File: src/rtl/fft_pkg.sv
// Shared definitions for the FFT result readout path: default sizes, FSM
// state encoding, bank-select encoding and a bit-reverse helper.
package fft_pkg;

  localparam int FFT_N_LOG2   = 10;
  localparam int FFT_DATA_W   = 32;
  localparam int BITREV_MAX_W = 16;

  typedef enum logic [1:0] {
    ST_IDLE  = 2'd0,
    ST_READ  = 2'd1,
    ST_DRAIN = 2'd2
  } rd_state_e;

  typedef enum logic {
    BANK_A = 1'b0,
    BANK_B = 1'b1
  } bank_e;

  // Reverse the low w bits of v; bits at and above w come back as zero.
  function automatic logic [BITREV_MAX_W-1:0] bitrev(input logic [BITREV_MAX_W-1:0] v,
                                                     input int w);
    logic [BITREV_MAX_W-1:0] r;
    r = '0;
    for (int i = 0; i < BITREV_MAX_W; i++) begin
      for (int j = 0; j < BITREV_MAX_W; j++) begin
        if ((i < w) && (i + j == w - 1)) r[i] = v[j];
      end
    end
    return r;
  endfunction

endpackage

File: src/rtl/fft_out_reader_if.sv
// Bundle of the readout unit's control, bank-read and output-stream signals.
// master: the readout unit itself; slave: the surrounding system / banks / sink.
interface fft_out_reader_if
  import fft_pkg::*;
#(
  parameter int N_LOG2 = FFT_N_LOG2,
  parameter int DATA_W = FFT_DATA_W
);

  logic              start_i;
  logic              memsel_i;
  logic [N_LOG2-1:0] rd_addr_o;
  logic              rd_en_a_o;
  logic              rd_en_b_o;
  logic [DATA_W-1:0] rd_data_a_i;
  logic [DATA_W-1:0] rd_data_b_i;
  logic [DATA_W-1:0] out_data_o;
  logic [N_LOG2-1:0] out_index_o;
  logic              out_last_o;
  logic              out_valid_o;
  logic              out_ready_i;
  logic              busy_o;
  logic              done_o;

  modport master (
    input  start_i, memsel_i, rd_data_a_i, rd_data_b_i, out_ready_i,
    output rd_addr_o, rd_en_a_o, rd_en_b_o, out_data_o, out_index_o,
           out_last_o, out_valid_o, busy_o, done_o
  );

  modport slave (
    output start_i, memsel_i, rd_data_a_i, rd_data_b_i, out_ready_i,
    input  rd_addr_o, rd_en_a_o, rd_en_b_o, out_data_o, out_index_o,
           out_last_o, out_valid_o, busy_o, done_o
  );

endinterface

File: src/rtl/fft_out_reader_out_fifo2.sv
// Two-entry synchronous FIFO holding {last, index, data} for the output stream.
// Storage is reset to zero so the exposed head word reads 0 while empty.
module out_fifo2 #(
  parameter int W = 43
) (
  input  logic         clk,
  input  logic         rst,
  input  logic         push,
  input  logic         pop,
  input  logic [W-1:0] din,
  output logic [W-1:0] dout,
  output logic [1:0]   count,
  output logic         full,
  output logic         empty
);

  logic [W-1:0] mem [2];
  logic         wr_ptr;
  logic         rd_ptr;

  // Storage, pointers and occupancy; push and pop may occur in the same cycle.
  always_ff @(posedge clk or posedge rst) begin
    if (rst) begin
      mem[0] <= '0;
      mem[1] <= '0;
      wr_ptr <= 1'b0;
      rd_ptr <= 1'b0;
      count  <= 2'd0;
    end else begin
      if (push) begin
        mem[wr_ptr] <= din;
        wr_ptr      <= ~wr_ptr;
      end
      if (pop) rd_ptr <= ~rd_ptr;
      case ({push, pop})
        2'b10:   count <= count + 2'd1;
        2'b01:   count <= count - 2'd1;
        default: count <= count;
      endcase
    end
  end

  assign dout  = mem[rd_ptr];
  assign full  = (count == 2'd2);
  assign empty = (count == 2'd0);

endmodule

File: src/rtl/fft_out_reader.sv
// FFT result readout: drains the finished spectrum from the selected ping-pong
// bank in natural bin order and streams it over valid/ready.
// Build option: define BITREV_EN when the banks hold bit-reversed order; the
// read address is then the bit-reversed bin counter while out_index_o stays natural.
//
// state    | meaning
// ---------+-----------------------------------------------------------
// ST_IDLE  | waiting for start_i; bank select sampled on acceptance
// ST_READ  | issuing bank reads whenever the 2-entry buffer has credit
// ST_DRAIN | all reads issued; waiting for the buffer to empty, then done
module fft_out_reader
  import fft_pkg::*;
#(
  parameter int N_LOG2   = FFT_N_LOG2,
  parameter int DATA_W   = FFT_DATA_W,
  parameter int OUT_BINS = 512
) (
  input logic              clk,
  input logic              rst,
  fft_out_reader_if.master bus
);

  // One extra counter bit lets OUT_BINS = 2^N_LOG2 finish without wrapping.
  localparam int            CW       = N_LOG2 + 1;
  localparam int            EW       = 1 + N_LOG2 + DATA_W;
  localparam logic [CW-1:0] LAST_BIN = CW'(OUT_BINS - 1);

  rd_state_e         state;
  bank_e             bank;
  logic [CW-1:0]     cnt;
  logic              inflight;
  logic              inflight_last;
  logic [N_LOG2-1:0] inflight_idx;
  logic              busy_q;
  logic              done_q;

  logic [1:0]        fifo_count;
  logic              fifo_full;
  logic              fifo_empty;
  logic              fifo_push;
  logic [EW-1:0]     fifo_din;
  logic [EW-1:0]     fifo_dout;
  logic              pop;
  logic              issue;
  logic [2:0]        occ;
  logic [DATA_W-1:0] rd_data;

  // Credit: buffered + in-flight beats, less the one leaving this cycle, must stay below 2.
  assign pop   = bus.out_valid_o & bus.out_ready_i;
  assign occ   = {1'b0, fifo_count} + {2'b00, inflight} - {2'b00, pop};
  assign issue = (state == ST_READ) && (occ < 3'd2);

  assign bus.rd_en_a_o = issue & (bank == BANK_A);
  assign bus.rd_en_b_o = issue & (bank == BANK_B);

`ifdef BITREV_EN
  logic [BITREV_MAX_W-1:0] addr_rev;
  assign addr_rev      = bitrev(BITREV_MAX_W'(cnt[N_LOG2-1:0]), N_LOG2);
  assign bus.rd_addr_o = addr_rev[N_LOG2-1:0];
`else
  assign bus.rd_addr_o = cnt[N_LOG2-1:0];
`endif

  // Bank data is valid the cycle after its enable, i.e. while inflight is set.
  assign rd_data   = (bank == BANK_B) ? bus.rd_data_b_i : bus.rd_data_a_i;
  assign fifo_din  = {inflight_last, inflight_idx, rd_data};
  assign fifo_push = inflight & (~fifo_full | pop);

  out_fifo2 #(.W(EW)) u_fifo (
    .clk   (clk),
    .rst   (rst),
    .push  (fifo_push),
    .pop   (pop),
    .din   (fifo_din),
    .dout  (fifo_dout),
    .count (fifo_count),
    .full  (fifo_full),
    .empty (fifo_empty)
  );

  assign bus.out_valid_o = ~fifo_empty;
  assign {bus.out_last_o, bus.out_index_o, bus.out_data_o} = fifo_dout;
  assign bus.busy_o = busy_q;
  assign bus.done_o = done_q;

  // Sequencer: bin counter, in-flight tracking, busy/done and state transitions.
  always_ff @(posedge clk or posedge rst) begin
    if (rst) begin
      state         <= ST_IDLE;
      bank          <= BANK_A;
      cnt           <= '0;
      inflight      <= 1'b0;
      inflight_last <= 1'b0;
      inflight_idx  <= '0;
      busy_q        <= 1'b0;
      done_q        <= 1'b0;
    end else begin
      done_q   <= 1'b0;
      inflight <= issue;
      if (issue) begin
        inflight_idx  <= cnt[N_LOG2-1:0];
        inflight_last <= (cnt == LAST_BIN);
        cnt           <= cnt + CW'(1);
      end
      case (state)
        ST_IDLE: begin
          if (bus.start_i) begin
            bank   <= bank_e'(bus.memsel_i);
            cnt    <= '0;
            busy_q <= 1'b1;
            state  <= ST_READ;
          end
        end
        ST_READ: begin
          if (issue && (cnt == LAST_BIN)) state <= ST_DRAIN;
        end
        ST_DRAIN: begin
          if (!inflight && ((fifo_count == 2'd0) || ((fifo_count == 2'd1) && pop))) begin
            done_q <= 1'b1;
            busy_q <= 1'b0;
            state  <= ST_IDLE;
          end
        end
        default: state <= ST_IDLE;
      endcase
    end
  end

endmodule

File: src/flat_wrapper.sv
// flat-port wrapper written by rule: the top's interface ports become plain ports
module fft_out_reader_flat import fft_pkg::*;
#(
  parameter int N_LOG2   = FFT_N_LOG2,
  parameter int DATA_W   = FFT_DATA_W,
  parameter int OUT_BINS = 512
)
  (clk, rst, bus_start_i, bus_memsel_i, bus_rd_data_a_i, bus_rd_data_b_i, bus_out_ready_i, bus_rd_addr_o, bus_rd_en_a_o, bus_rd_en_b_o, bus_out_data_o, bus_out_index_o, bus_out_last_o, bus_out_valid_o, bus_busy_o, bus_done_o);
  fft_out_reader_if #(.N_LOG2(N_LOG2), .DATA_W(DATA_W)) bus_i ();
  input logic clk;
  input logic rst;
  input wire logic [$bits(bus_i.start_i)-1:0] bus_start_i;
  input wire logic [$bits(bus_i.memsel_i)-1:0] bus_memsel_i;
  input wire logic [$bits(bus_i.rd_data_a_i)-1:0] bus_rd_data_a_i;
  input wire logic [$bits(bus_i.rd_data_b_i)-1:0] bus_rd_data_b_i;
  input wire logic [$bits(bus_i.out_ready_i)-1:0] bus_out_ready_i;
  output wire logic [$bits(bus_i.rd_addr_o)-1:0] bus_rd_addr_o;
  output wire logic [$bits(bus_i.rd_en_a_o)-1:0] bus_rd_en_a_o;
  output wire logic [$bits(bus_i.rd_en_b_o)-1:0] bus_rd_en_b_o;
  output wire logic [$bits(bus_i.out_data_o)-1:0] bus_out_data_o;
  output wire logic [$bits(bus_i.out_index_o)-1:0] bus_out_index_o;
  output wire logic [$bits(bus_i.out_last_o)-1:0] bus_out_last_o;
  output wire logic [$bits(bus_i.out_valid_o)-1:0] bus_out_valid_o;
  output wire logic [$bits(bus_i.busy_o)-1:0] bus_busy_o;
  output wire logic [$bits(bus_i.done_o)-1:0] bus_done_o;
  assign bus_i.start_i = bus_start_i;
  assign bus_i.memsel_i = bus_memsel_i;
  assign bus_i.rd_data_a_i = bus_rd_data_a_i;
  assign bus_i.rd_data_b_i = bus_rd_data_b_i;
  assign bus_i.out_ready_i = bus_out_ready_i;
  assign bus_rd_addr_o = bus_i.rd_addr_o;
  assign bus_rd_en_a_o = bus_i.rd_en_a_o;
  assign bus_rd_en_b_o = bus_i.rd_en_b_o;
  assign bus_out_data_o = bus_i.out_data_o;
  assign bus_out_index_o = bus_i.out_index_o;
  assign bus_out_last_o = bus_i.out_last_o;
  assign bus_out_valid_o = bus_i.out_valid_o;
  assign bus_busy_o = bus_i.busy_o;
  assign bus_done_o = bus_i.done_o;
  fft_out_reader #(.N_LOG2(N_LOG2), .DATA_W(DATA_W), .OUT_BINS(OUT_BINS)) u_core (.clk(clk), .rst(rst), .bus(bus_i));
endmodule
File: config.mk
export PLATFORM = sky130hd
export DESIGN_NAME = fft_out_reader_flat
export DESIGN_NICKNAME = d
export VERILOG_FILES = /design/src/rtl/fft_pkg.sv /design/src/rtl/fft_out_reader_if.sv /design/src/rtl/fft_out_reader_out_fifo2.sv /design/src/rtl/fft_out_reader.sv /design/src/flat_wrapper.sv
export SDC_FILE = /design/constraint.sdc
export NUM_CORES = 1
export LEC_CHECK = 0
export BUFFER_PORTS_ARGS = -buffer_cell sky130_fd_sc_hd__buf_4
export CAP_MARGIN = 15
export CORE_ASPECT_RATIO = 0.8
export CORE_MARGIN = 3
export CORE_UTILIZATION = 54
export CTS_CLUSTER_DIAMETER = 200
export DETAILED_ROUTE_END_ITERATION = 12
export PLACE_DENSITY_LB_ADDON = 0.15
export RECOVER_POWER = 25
export SLEW_MARGIN = 25
export SYNTH_ARGS = -nofsm -noshare
export SYNTH_HDL_FRONTEND = slang
export SYNTH_SLANG_ARGS = --single-unit
File: constraint.sdc
create_clock -name clk -period 4.71 [get_ports clk]
set_clock_uncertainty 0.2 [all_clocks]
set_input_delay 0.942 -clock clk [delete_from_list [all_inputs] [get_ports clk]]
set_output_delay 0.942 -clock clk [all_outputs]
set_load 0.01 [all_outputs]
==> flow_metrics.py, run 1 <==
metrics = {
    "sta": {
        "rsz0062_at_grt": "no",
        "min_period_over_period_pct": 93.3,
        "fin_setup_tns_ns": 0,
        "fin_ws_ns": 0.316,
        "post-route-min-period_ns": 4.39,
        "hold_viol_final": 0,
        "worstMarginPinSlew_ns": 0.792,
        "slew_violations": 0,
        "slew_headroom_pct": 47.2,
        "fmax_ghz": 0.228,
        "setup_viol": 0,
    },
    "clock_tree": {
        "clkSlewWorstSetupHoldPaths_ns": 0.05,
        "cts_hold_buf": 0,
        "htreeDepth": 4,
        "cts_setup_buffers": 0,
        "cts-root-buf": "clkbuf_16",
        "cts_resized": 0,
        "cts_buffer_depth": 2,
        "clk_latency_ns": 0.40,
        "cts_tree": "done",
        "cts_buffers": 17,
        "cts.sinks": 118,
    },
    "place": {
        "pre_cts_ws_ns": 0.601,
        "post_dp_cell_area_mm2": 0.00646,
        "dpl.cell_count": 718,
        "gp_congestion": 0.806,
        "hpwl_um": 7730,
        "io_buffers": 126,
    },
    "final_layout": {
        "final_cell_area_mm2": 0.00709,
        "multiInputGateArea_mm2": 0.00231,
        "area_growth_pct": 28.7,
        "instances_no_fill": 749,
        "fillers": 708,
        "regArea_mm2": 0.00296,
        "final_net_count": 675,
        "antenna_cells_inserted": 0,
        "fin_util_pct": 72.3,
        "drive_gt1_share_pct": 39.8,
    },
    "global_route": {
        "grt_overflow_total": 0,
        "grt_max_degree": 84,
        "antenna_found_initial": 0,
        "grt_pass1_vias": 4001,
        "grtUsageTotal_pct": 21.6,
        "grt_first_pass_wirelength_um": 19400,
    },
    "min_path": {
        "holdPathEnd": "u_core.u_fifo.mem[25]$_DFFE_PP0P_",
        "hp-class": "flop to flop",
        "min_from": "u_core.u_fifo.mem[25]$_DFFE_PP0P_",
        "whs_path_depth": 2,
    },
    "pwr": {
        "power_per_cell_area_mw_per_mm2": 693,
        "clkPwrFrac_pct": 27.7,
        "p_leak_nw": 3.39,
        "pwr-share-comb_pct": 38.3,
        "p_int_mw": 3.28,
        "ir_worst_vdd_mv": 0.470,
        "swShare_pct": 33.3,
        "seqPwrFrac_pct": 34.0,
        "p_switching_mw": 1.64,
    },
    "drt": {
        "ant_nets": 0,
        "wirelength_um": 11900,
        "drc": 0,
        "vias_per_cell": 5.31,
        "wl_per_cell_um": 15.9,
        "dr.pass1.iters": 6,
        "vias": 3978,
        "drt-initial-drc-count": 227,
    },
    "logic_synthesis": {
        "syn_area_mm2": 0.00551,
        "synthTopCellsByArea": "dfrtp_1 (54%), mux2_2 (15%), mux2i_1 (6.2%), o21ai_0 (3.7%), a21oi_1 (3.5%)",
        "ys_warn_count": 0,
        "synth.top_cell.area_share_pct": 53.6,
        "yosys.area.top_type": "dfrtp_1",
        "async_reset_ff_share_pct": 100,
        "syn_inst": 489,
        "postSynthAreaPerCell_um2": 11.3,
        "synth_most_common_cell": "dfrtp_1",
        "syn_nets": 563,
        "synth_ff_type": "dfrtp_1",
        "netlist_top_cells_count": "dfrtp_1 (118), mux2_2 (72), nand2_1 (44)",
        "ys_types": 38,
        "seq_area_frac_synth_pct": 53.6,
        "synth_edf_count": 0,
        "ys_ff_latch": 118,
    },
    "floorplanning": {
        "core_region_area_mm2": 0.00981,
        "initial_core_util_pct": 56.2,
        "io_pins": 127,
        "rows": 32,
        "fp.dieW_um": 119,
        "die_y_um": 96.4,
        "dieArea_mm2": 0.0115,
    },
    "critical_path": {
        "r2r_end": "u_core.inflight_idx[1]$_DFFE_PP0P_",
        "crit_type": "flop to primary output",
        "critPathSlowestCell": "dfrtp_1",
        "crit_buf_inv": 2,
        "worst-r2r-cell-count": 10,
        "crit_arrival_ns": 3.25,
        "crit_family": "simple AND/OR/NAND/NOR gates",
        "critical_path.cell_chain": "inv_1 -> ha_1 -> nand2b_1 -> nor2_1 -> o21ai_0 -> fa_1 -> xnor2_2 -> and3_1 -> nor2b_1 -> buf_4",
        "endpoint_kind": "primary output",
        "critPathLaunchType": "flop",
        "rr_startpoint": "u_core.u_fifo.count[1]$_DFFE_PP0P_",
        "max_stage_delay_ns": 0.44,
        "cp_max_fo": 7,
        "cp.required_ns": 3.57,
        "reg2reg_slack_ns": 1.21,
    },
    "job": {
        "cap_violations": 0,
    },
    "run_status": {
        "status": "complete, no violations",
    },
}
kinds of logic after synthesis:
kind of cell | count (synthesis) | synth area share, %
adders and majority gates | 5 | 1.27
muxes | 106 | 20.9
and+or+nand+nor | 114 | 9.53
buffers and inverters | 48 | 4.68
DFF | 118 | 53.6
AOI/OAI and AO/OA | 89 | 8.49
xor gates and xnor gates | 9 | 1.57
worst max path at each step:
stage	slack [ns]	startpoint	to	depth (start not counted)
finish	0.32	u_core.u_fifo.count[1]$_DFFE_PP0P_	bus_rd_en_a_o	10
global route	0.04	u_core.u_fifo.count[1]$_DFFE_PP0P_	bus_rd_en_a_o	10
CTS	0.29	u_core.u_fifo.count[1]$_DFFE_PP0P_	bus_rd_en_a_o	10
detailed placement	0.60	bus_out_ready_i	bus_rd_en_a_o	9
global placement	0.72	bus_out_ready_i	bus_rd_en_a_o	9
floorplan	0.44	rst	u_core.bank$_DFFE_PP0P_	1
area by class of cell:
type | instances | area share [%]
multi-input combinational | 323 | 32.5
timing repair buffer | 132 | 13.9
clock buffer | 21 | 6.77
tap | 136 | 2.40
inverter | 9 | 0.547
clock inverter | 10 | 2.12
sequential | 118 | 41.7
worst register-to-register path, cell delays in order (launching register included):
cell      delay (ns)
dfrtp_1         0.44
inv_1           0.12
ha_1            0.23
nand2b_1        0.27
nor2_1          0.27
o21ai_0         0.17
fa_1            0.43
xnor2_2         0.38
and3_1          0.27
buf_4           0.24
mux2_2          0.37
metrics by stage:
step                      power (mW)  hold slack [ns]
after floorplan                 2.89            0.244
after global placement          3.50            0.256
after detailed placement        3.58            0.269
after CTS                       4.97            0.280
after global routing            5.23            0.308
final                           4.92            0.275
power by group through the flow:
stage	logic, mW	registers [mW]	clock network (mW)
global placement	1.85	1.65	0
floorplan	1.36	1.53	0
detailed placement	1.90	1.69	0
finish	1.89	1.67	1.36
global route	2.07	1.73	1.43
CTS	1.92	1.67	1.38
per-layer routing:
metal | vias to the layer above | track usage, % | part of all wire, %
li1 | 1908 | - | -
met1 | 1963 | 26.7 | 42
met2 | 102 | 35.8 | 51
met3 | 5 | 8.75 | 6.0
met4 | 0 | 5.59 | 0.43
met5 | - | 0 | 0
registers in the layout (all words and copies together) (netlist names):
signal	count
u_core.u_fifo.mem	86
u_core.cnt	11
u_core.inflight_idx	10
u_core.state	2
u_core.u_fifo.count	2
u_core.bank	1
u_core.bus.busy_o	1
u_core.bus.done_o	1
u_core.inflight	1
u_core.inflight_last	1
u_core.u_fifo.rd_ptr	1
u_core.u_fifo.wr_ptr	1
cells in the final DEF, fill, tap and decap left out, drive strengths merged, types with 5 or more instances in the layout:
cell type,instances
mux2,72
clkbuf,22
mux2i,34
o21ai,43
a21oi,39
buf,131
nor2b,5
nand2,45
clkinv,6
dfrtp,118
nor2,43
xnor2,5
inv,9
Power figures use the tool's default switching activity.
==> run 2: changes to the inputs <==
--- a/config.mk
+++ b/config.mk
@@ -12,6 +12,7 @@
 export CORE_UTILIZATION = 54
 export CTS_CLUSTER_DIAMETER = 200
 export DETAILED_ROUTE_END_ITERATION = 12
+export MAX_ROUTING_LAYER = met4
 export PLACE_DENSITY_LB_ADDON = 0.15
 export RECOVER_POWER = 25
 export SLEW_MARGIN = 25
==> run 2 against run 1 <==
First-iteration DRC count grew 2.6%. Clock power is essentially flat. Largest cell class unchanged. Register-to-register slack is essentially flat. Critical path depth is the same. Maximum frequency grew 0.13%. Via count shrank 0.53%. Non-clock buffer count is the same. Utilization is the same. Final cell count is the same.
==> flow_metrics.py, run 2 (same netlist as run 1, synthesis figures left out) <==
metrics = {
    "min_path": {
        "whs_path_depth": 2,
        "hp-class": "flop to flop",
    },
    "pwr": {
        "clkPwrFrac_pct": 27.6,
        "pwr-share-comb_pct": 38.4,
        "p_switching_mw": 1.64,
        "p_int_mw": 3.28,
        "power_per_cell_area_mw_per_mm2": 694,
        "finalPower_mw": 4.92,
        "p_leak_nw": 3.39,
        "seqPwrFrac_pct": 34.0,
        "ir_worst_vdd_mv": 0.469,
        "swShare_pct": 33.3,
    },
    "place": {
        "io_buffers": 126,
        "hpwl_um": 7730,
        "post_dp_cell_area_mm2": 0.00646,
        "pre_cts_ws_ns": 0.601,
        "gp_congestion": 0.818,
    },
    "clock_tree": {
        "htreeDepth": 4,
        "cts_resized": 0,
        "clk_latency_ns": 0.40,
        "cts.sinks": 118,
        "cts_buffers": 17,
        "cts_tree": "done",
        "cts_setup_buffers": 0,
        "clkSlewWorstSetupHoldPaths_ns": 0.05,
        "cts_buffer_depth": 2,
        "cts_hold_buf": 0,
        "cts-root-buf": "clkbuf_16",
    },
    "critical_path": {
        "cp.required_ns": 3.57,
        "cp_max_fo": 7,
        "critPathLaunchType": "flop",
        "crit_type": "flop to primary output",
        "worst-r2r-cell-count": 10,
        "endpoint_kind": "primary output",
        "crit_arrival_ns": 3.25,
    },
    "floorplanning": {
        "initial_core_util_pct": 56.2,
        "io_pins": 127,
        "fp.dieW_um": 119,
        "die_y_um": 96.4,
        "core_region_area_mm2": 0.00981,
        "dieArea_mm2": 0.0115,
        "rows": 32,
    },
    "global_route": {
        "grt_first_pass_wirelength_um": 19500,
        "grt_overflow_total": 0,
        "antenna_found_initial": 0,
        "grt_pass1_vias": 4001,
        "grtUsageTotal_pct": 22.3,
        "grt_max_degree": 84,
    },
    "drt": {
        "vias": 3957,
        "wirelength_um": 12000,
        "vias_per_cell": 5.28,
        "drt-initial-drc-count": 233,
        "wl_per_cell_um": 16.0,
        "drc": 0,
        "ant_nets": 0,
        "dr.pass1.iters": 6,
    },
    "sta": {
        "post-route-min-period_ns": 4.39,
        "fin_setup_tns_ns": 0,
        "min_period_over_period_pct": 93.2,
        "fin_ws_ns": 0.321,
        "worstMarginPinSlew_ns": 0.783,
        "setup_viol": 0,
        "hold_viol_final": 0,
        "slew_violations": 0,
        "rsz0062_at_grt": "no",
        "holdWs_ns": 0.275,
        "fmax_ghz": 0.228,
        "slew_headroom_pct": 47.8,
    },
    "job": {
        "cap_violations": 0,
    },
    "final_layout": {
        "area_growth_pct": 28.7,
        "layout_commonest_cell": "buf_4",
        "reg.largest.list": "u_core.u_fifo.mem x86, u_core.cnt x11, u_core.inflight_idx x10",
        "antenna_cells_inserted": 0,
        "final_cell_area_mm2": 0.00709,
        "drive_gt1_share_pct": 39.8,
        "largest_reg_flops": 86,
        "largest-register": "u_core.u_fifo.mem",
        "final_net_count": 675,
        "fillers": 708,
        "final_cell_mix": "buf_4 (131), dfrtp_1 (116), mux2_2 (72)",
    },
    "run_status": {
        "status": "complete, no violations",
    },
}
==> run 2: cell counts in the layout (fill, tap and decap cells not counted) <==
Identical to the previous run, type by type.
==> run 2: per-layer routing <==
metal  GRT usage (%)  vias up  wire length (µm)
li1                -     1905                 -
met1            27.0     1939              5080
met2            35.6      107              6110
met3            8.70        6               720
met4            5.30        0                43
met5               -        -                 0
==> run 2: final cells by class <==
type	instances	area (µm²)	area share (%)
timing repair buffer	132	987	13.9
multi-input combinational	323	2310	32.5
sequential	118	2960	41.7
tap	136	170	2.40
clock inverter	10	150	2.12
inverter	9	38.8	0.547
clock buffer	21	480	6.77
==> run 2: power by group through the flow <==
stage | Combinational, mW | Clock (mW) | Sequential (mW)
3_5_place_dp | 1.90 | 0 | 1.69
2_1_floorplan | 1.36 | 0 | 1.53
3_3_place_gp | 1.85 | 0 | 1.65
6_report | 1.89 | 1.36 | 1.67
5_1_grt | 2.07 | 1.43 | 1.73
4_1_cts | 1.92 | 1.38 | 1.67
==> run 2: worst paths after layout <==
| kind | start | end | slack (ns) |
|---|---|---|---|
| max | u_core.u_fifo.count[1]$_DFFE_PP0P_ | bus_rd_en_a_o | 0.32 |
| min | u_core.u_fifo.mem[25]$_DFFE_PP0P_ | u_core.u_fifo.mem[25]$_DFFE_PP0P_ | 0.27 |
| max reg2reg | u_core.u_fifo.count[1]$_DFFE_PP0P_ | u_core.inflight_idx[1]$_DFFE_PP0P_ | 1.21 |
| min reg2reg | u_core.u_fifo.mem[25]$_DFFE_PP0P_ | u_core.u_fifo.mem[25]$_DFFE_PP0P_ | 0.27 |
| max in group asynchronous | rst | u_core.u_fifo.mem[9]$_DFFE_PP0P_ | 2.88 |
| min in group asynchronous | rst | u_core.u_fifo.wr_ptr$_DFFE_PP0P_ | 0.49 |
==> run 2: critical path, stage by stage, from the launching register on <==
cell	delay, ns
dfrtp_1	0.44
inv_1	0.12
ha_1	0.23
nand2b_1	0.27
nor2_1	0.27
o21ai_0	0.17
fa_1	0.43
xnor2_2	0.38
and3_1	0.27
nor2b_1	0.14
buf_4	0.13
==> run 2: through the flow <==
step	util, %	std cells
after CTS	72.3	749
final	72.3	749
after detailed placement	65.9	718
after global placement	65.9	718
after global routing	72.3	749
after floorplan	-	489
==> run 3: changes to the inputs <==
--- a/config.mk
+++ b/config.mk
@@ -9,7 +9,7 @@
 export CAP_MARGIN = 15
 export CORE_ASPECT_RATIO = 0.8
 export CORE_MARGIN = 3
-export CORE_UTILIZATION = 54
+export CORE_UTILIZATION = 35
 export CTS_CLUSTER_DIAMETER = 200
 export DETAILED_ROUTE_END_ITERATION = 12
 export MAX_ROUTING_LAYER = met4
==> run 3 against run 2 <==
The run now ends with max-capacitance violations, max-slew violations left. Final cell count rose by 10%. Sequential power barely moved. Via count fell by 0.33%. Critical path type unchanged. Largest cell class unchanged. Highest routed layer unchanged.
==> flow_metrics.py, run 3 (same netlist as run 1, synthesis figures left out) <==
metrics = {
    "clock_tree": {
        "clkSlewWorstSetupHoldPaths_ns": 0.05,
        "cts_tree": "done",
        "cts-root-buf": "clkbuf_16",
        "clk_latency_ns": 0.41,
        "cts_hold_buf": 0,
        "cts_buffer_depth": 2,
        "htreeDepth": 4,
        "cts_buffers": 17,
        "cts.sinks": 118,
    },
    "global_route": {
        "grt_first_pass_wirelength_um": 21000,
        "grt_use_met3_pct": 4.29,
        "antenna_found_initial": 0,
        "grt_max_degree": 78,
        "grt.busiest_layer": "met2",
        "grtUsageTotal_pct": 15.6,
        "use_met1_pct": 19.3,
        "use_met2_pct": 24.1,
        "grt_pass1_vias": 4220,
        "grt_overflow_total": 0,
    },
    "critical_path": {
        "crit_type": "flop to primary output",
        "endpoint_kind": "primary output",
        "cp_max_fo": 7,
        "cp.required_ns": 3.57,
        "critPathLaunchType": "flop",
        "crit_arrival_ns": 3.21,
    },
    "floorplanning": {
        "rows": 40,
        "fp.dieW_um": 146,
        "core_region_area_mm2": 0.0152,
        "die_y_um": 118,
        "initial_core_util_pct": 36.2,
        "dieArea_mm2": 0.0173,
        "io_pins": 127,
    },
    "run_status": {
        "violations": "max-capacitance violations, max-slew violations",
        "status": "finished with violations",
    },
    "drt": {
        "drt-initial-drc-count": 138,
        "wl_per_cell_um": 15.3,
        "vias": 3944,
        "dr.pass1.iters": 6,
        "vias_per_cell": 4.78,
        "wirelength_um": 12600,
        "drc": 0,
        "ant_nets": 0,
    },
    "sta": {
        "holdWs_ns": 0.275,
        "fin_ws_ns": 0.357,
        "fin_setup_tns_ns": 0,
        "post-route-min-period_ns": 4.35,
        "setup_viol": 0,
        "rsz0062_at_grt": "no",
        "hold_viol_final": 0,
        "slew_violations": 84,
        "fmax_ghz": 0.230,
        "worstMarginPinSlew_ns": 2.21,
        "min_period_over_period_pct": 92.4,
        "slew_headroom_pct": -47.9,
    },
    "final_layout": {
        "reg.largest.list": "u_core.u_fifo.mem x86, u_core.cnt x11, u_core.inflight_idx x10",
        "multiInputGateArea_mm2": 0.00232,
        "final_net_count": 676,
        "regArea_mm2": 0.00296,
        "layout_commonest_cell": "buf_4",
        "final_cell_mix": "buf_4 (130), dfrtp_1 (116), mux2_2 (72)",
        "drive_gt1_share_pct": 39.5,
        "largest_reg_flops": 86,
        "area_growth_pct": 30.9,
        "fin_util_pct": 47.4,
        "antenna_cells_inserted": 0,
        "largest-register": "u_core.u_fifo.mem",
        "fillers": 1423,
    },
    "min_path": {
        "hp-class": "flop to flop",
    },
    "pwr": {
        "p_leak_nw": 3.39,
        "swShare_pct": 33.1,
        "seqPwrFrac_pct": 33.6,
        "clkPwrFrac_pct": 28.2,
        "p_int_mw": 3.33,
        "power_per_cell_area_mw_per_mm2": 689,
        "pwr-share-comb_pct": 38.2,
        "finalPower_mw": 4.97,
        "p_switching_mw": 1.65,
        "ir_worst_vdd_mv": 0.306,
    },
    "place": {
        "gp_congestion": 0.784,
        "hpwl_um": 8280,
        "pre_cts_ws_ns": 0.594,
        "io_buffers": 126,
    },
    "job": {
        "cap_violations": 2,
    },
}
[run 3: cell types whose count changed in the layout (fill, tap and decap cells not counted), sizes merged]
cell	before	now
buf	131	130
bufinv	4	5
clkbuf	22	26
clkinv	6	3
clkinvlp	0	2
inv	9	8
[run 3: final cells by class]
class	instances	area share [%]
Tap cell	210	3.64
Clock buffer	23	6.49
Clock inverter	9	2.39
Inverter	9	0.486
Multi-Input combinational cell	323	32.2
Sequential cell	118	41.0
Timing Repair Buffer	133	13.8
[run 3: critical path: stages (launching register included)]
cell and delay (ns):
dfrtp_1 0.49, inv_1 0.14, ha_1 0.25, nand2b_1 0.27, nor2_2 0.21, o21ai_0 0.15
fa_1 0.47, xnor2_4 0.30, and3_1 0.24, nor2b_1 0.14, buf_4 0.13
[run 3: stage by stage]
stage / cells / instance area (µm²)
6_report: 825 / 7210
5_1_grt: 825 / 7210
4_1_cts: 825 / 7200
3_5_place_dp: 793 / 6560
3_3_place_gp: 793 / 6560
2_1_floorplan: 489 / 5510
[run 3: final timing paths]
| check | startpoint | to | slack, ns | cells after the start |
|---|---|---|---|---|
| hold / removal | u_core.u_fifo.mem[14]$_DFFE_PP0P_ | u_core.u_fifo.mem[14]$_DFFE_PP0P_ | 0.28 | 2 |
| max in group asynchronous | rst | u_core.u_fifo.mem[16]$_DFFE_PP0P_ | 0.91 | 3 |
| hold reg to reg | u_core.u_fifo.mem[14]$_DFFE_PP0P_ | u_core.u_fifo.mem[14]$_DFFE_PP0P_ | 0.28 | 2 |
| setup / recovery | u_core.u_fifo.count[1]$_DFFE_PP0P_ | bus_rd_en_a_o | 0.36 | 10 |
| min in group asynchronous | rst | u_core.bus.done_o$_DFF_PP0_ | 0.94 | 2 |
| setup reg to reg | u_core.u_fifo.count[1]$_DFFE_PP0P_ | u_core.cnt[10]$_DFF_PP0_ | 1.25 | 10 |
[run 3: repair_timing]
item,in CTS,in global routing
resized for setup,0,2
setup buffers,0,0
endpoints found under the setup margin,0,2
hold endpoints to repair,0,0
[run 3: power groups by stage]
stage,sequential (mW),combinational (mW),clock (mW)
detailed placement,1.69,1.91,0
global route,1.73,2.12,1.49
CTS,1.67,1.92,1.44
finish,1.67,1.90,1.40
floorplan,1.53,1.36,0
global placement,1.66,1.88,0
[run 3: layer usage]
layer	part of all wire, %	up-vias	wire (µm)
li1	-	1912	-
met1	47	1924	5910
met2	47	91	5900
met3	4.9	17	624
met4	1.6	0	206
met5	0	-	0
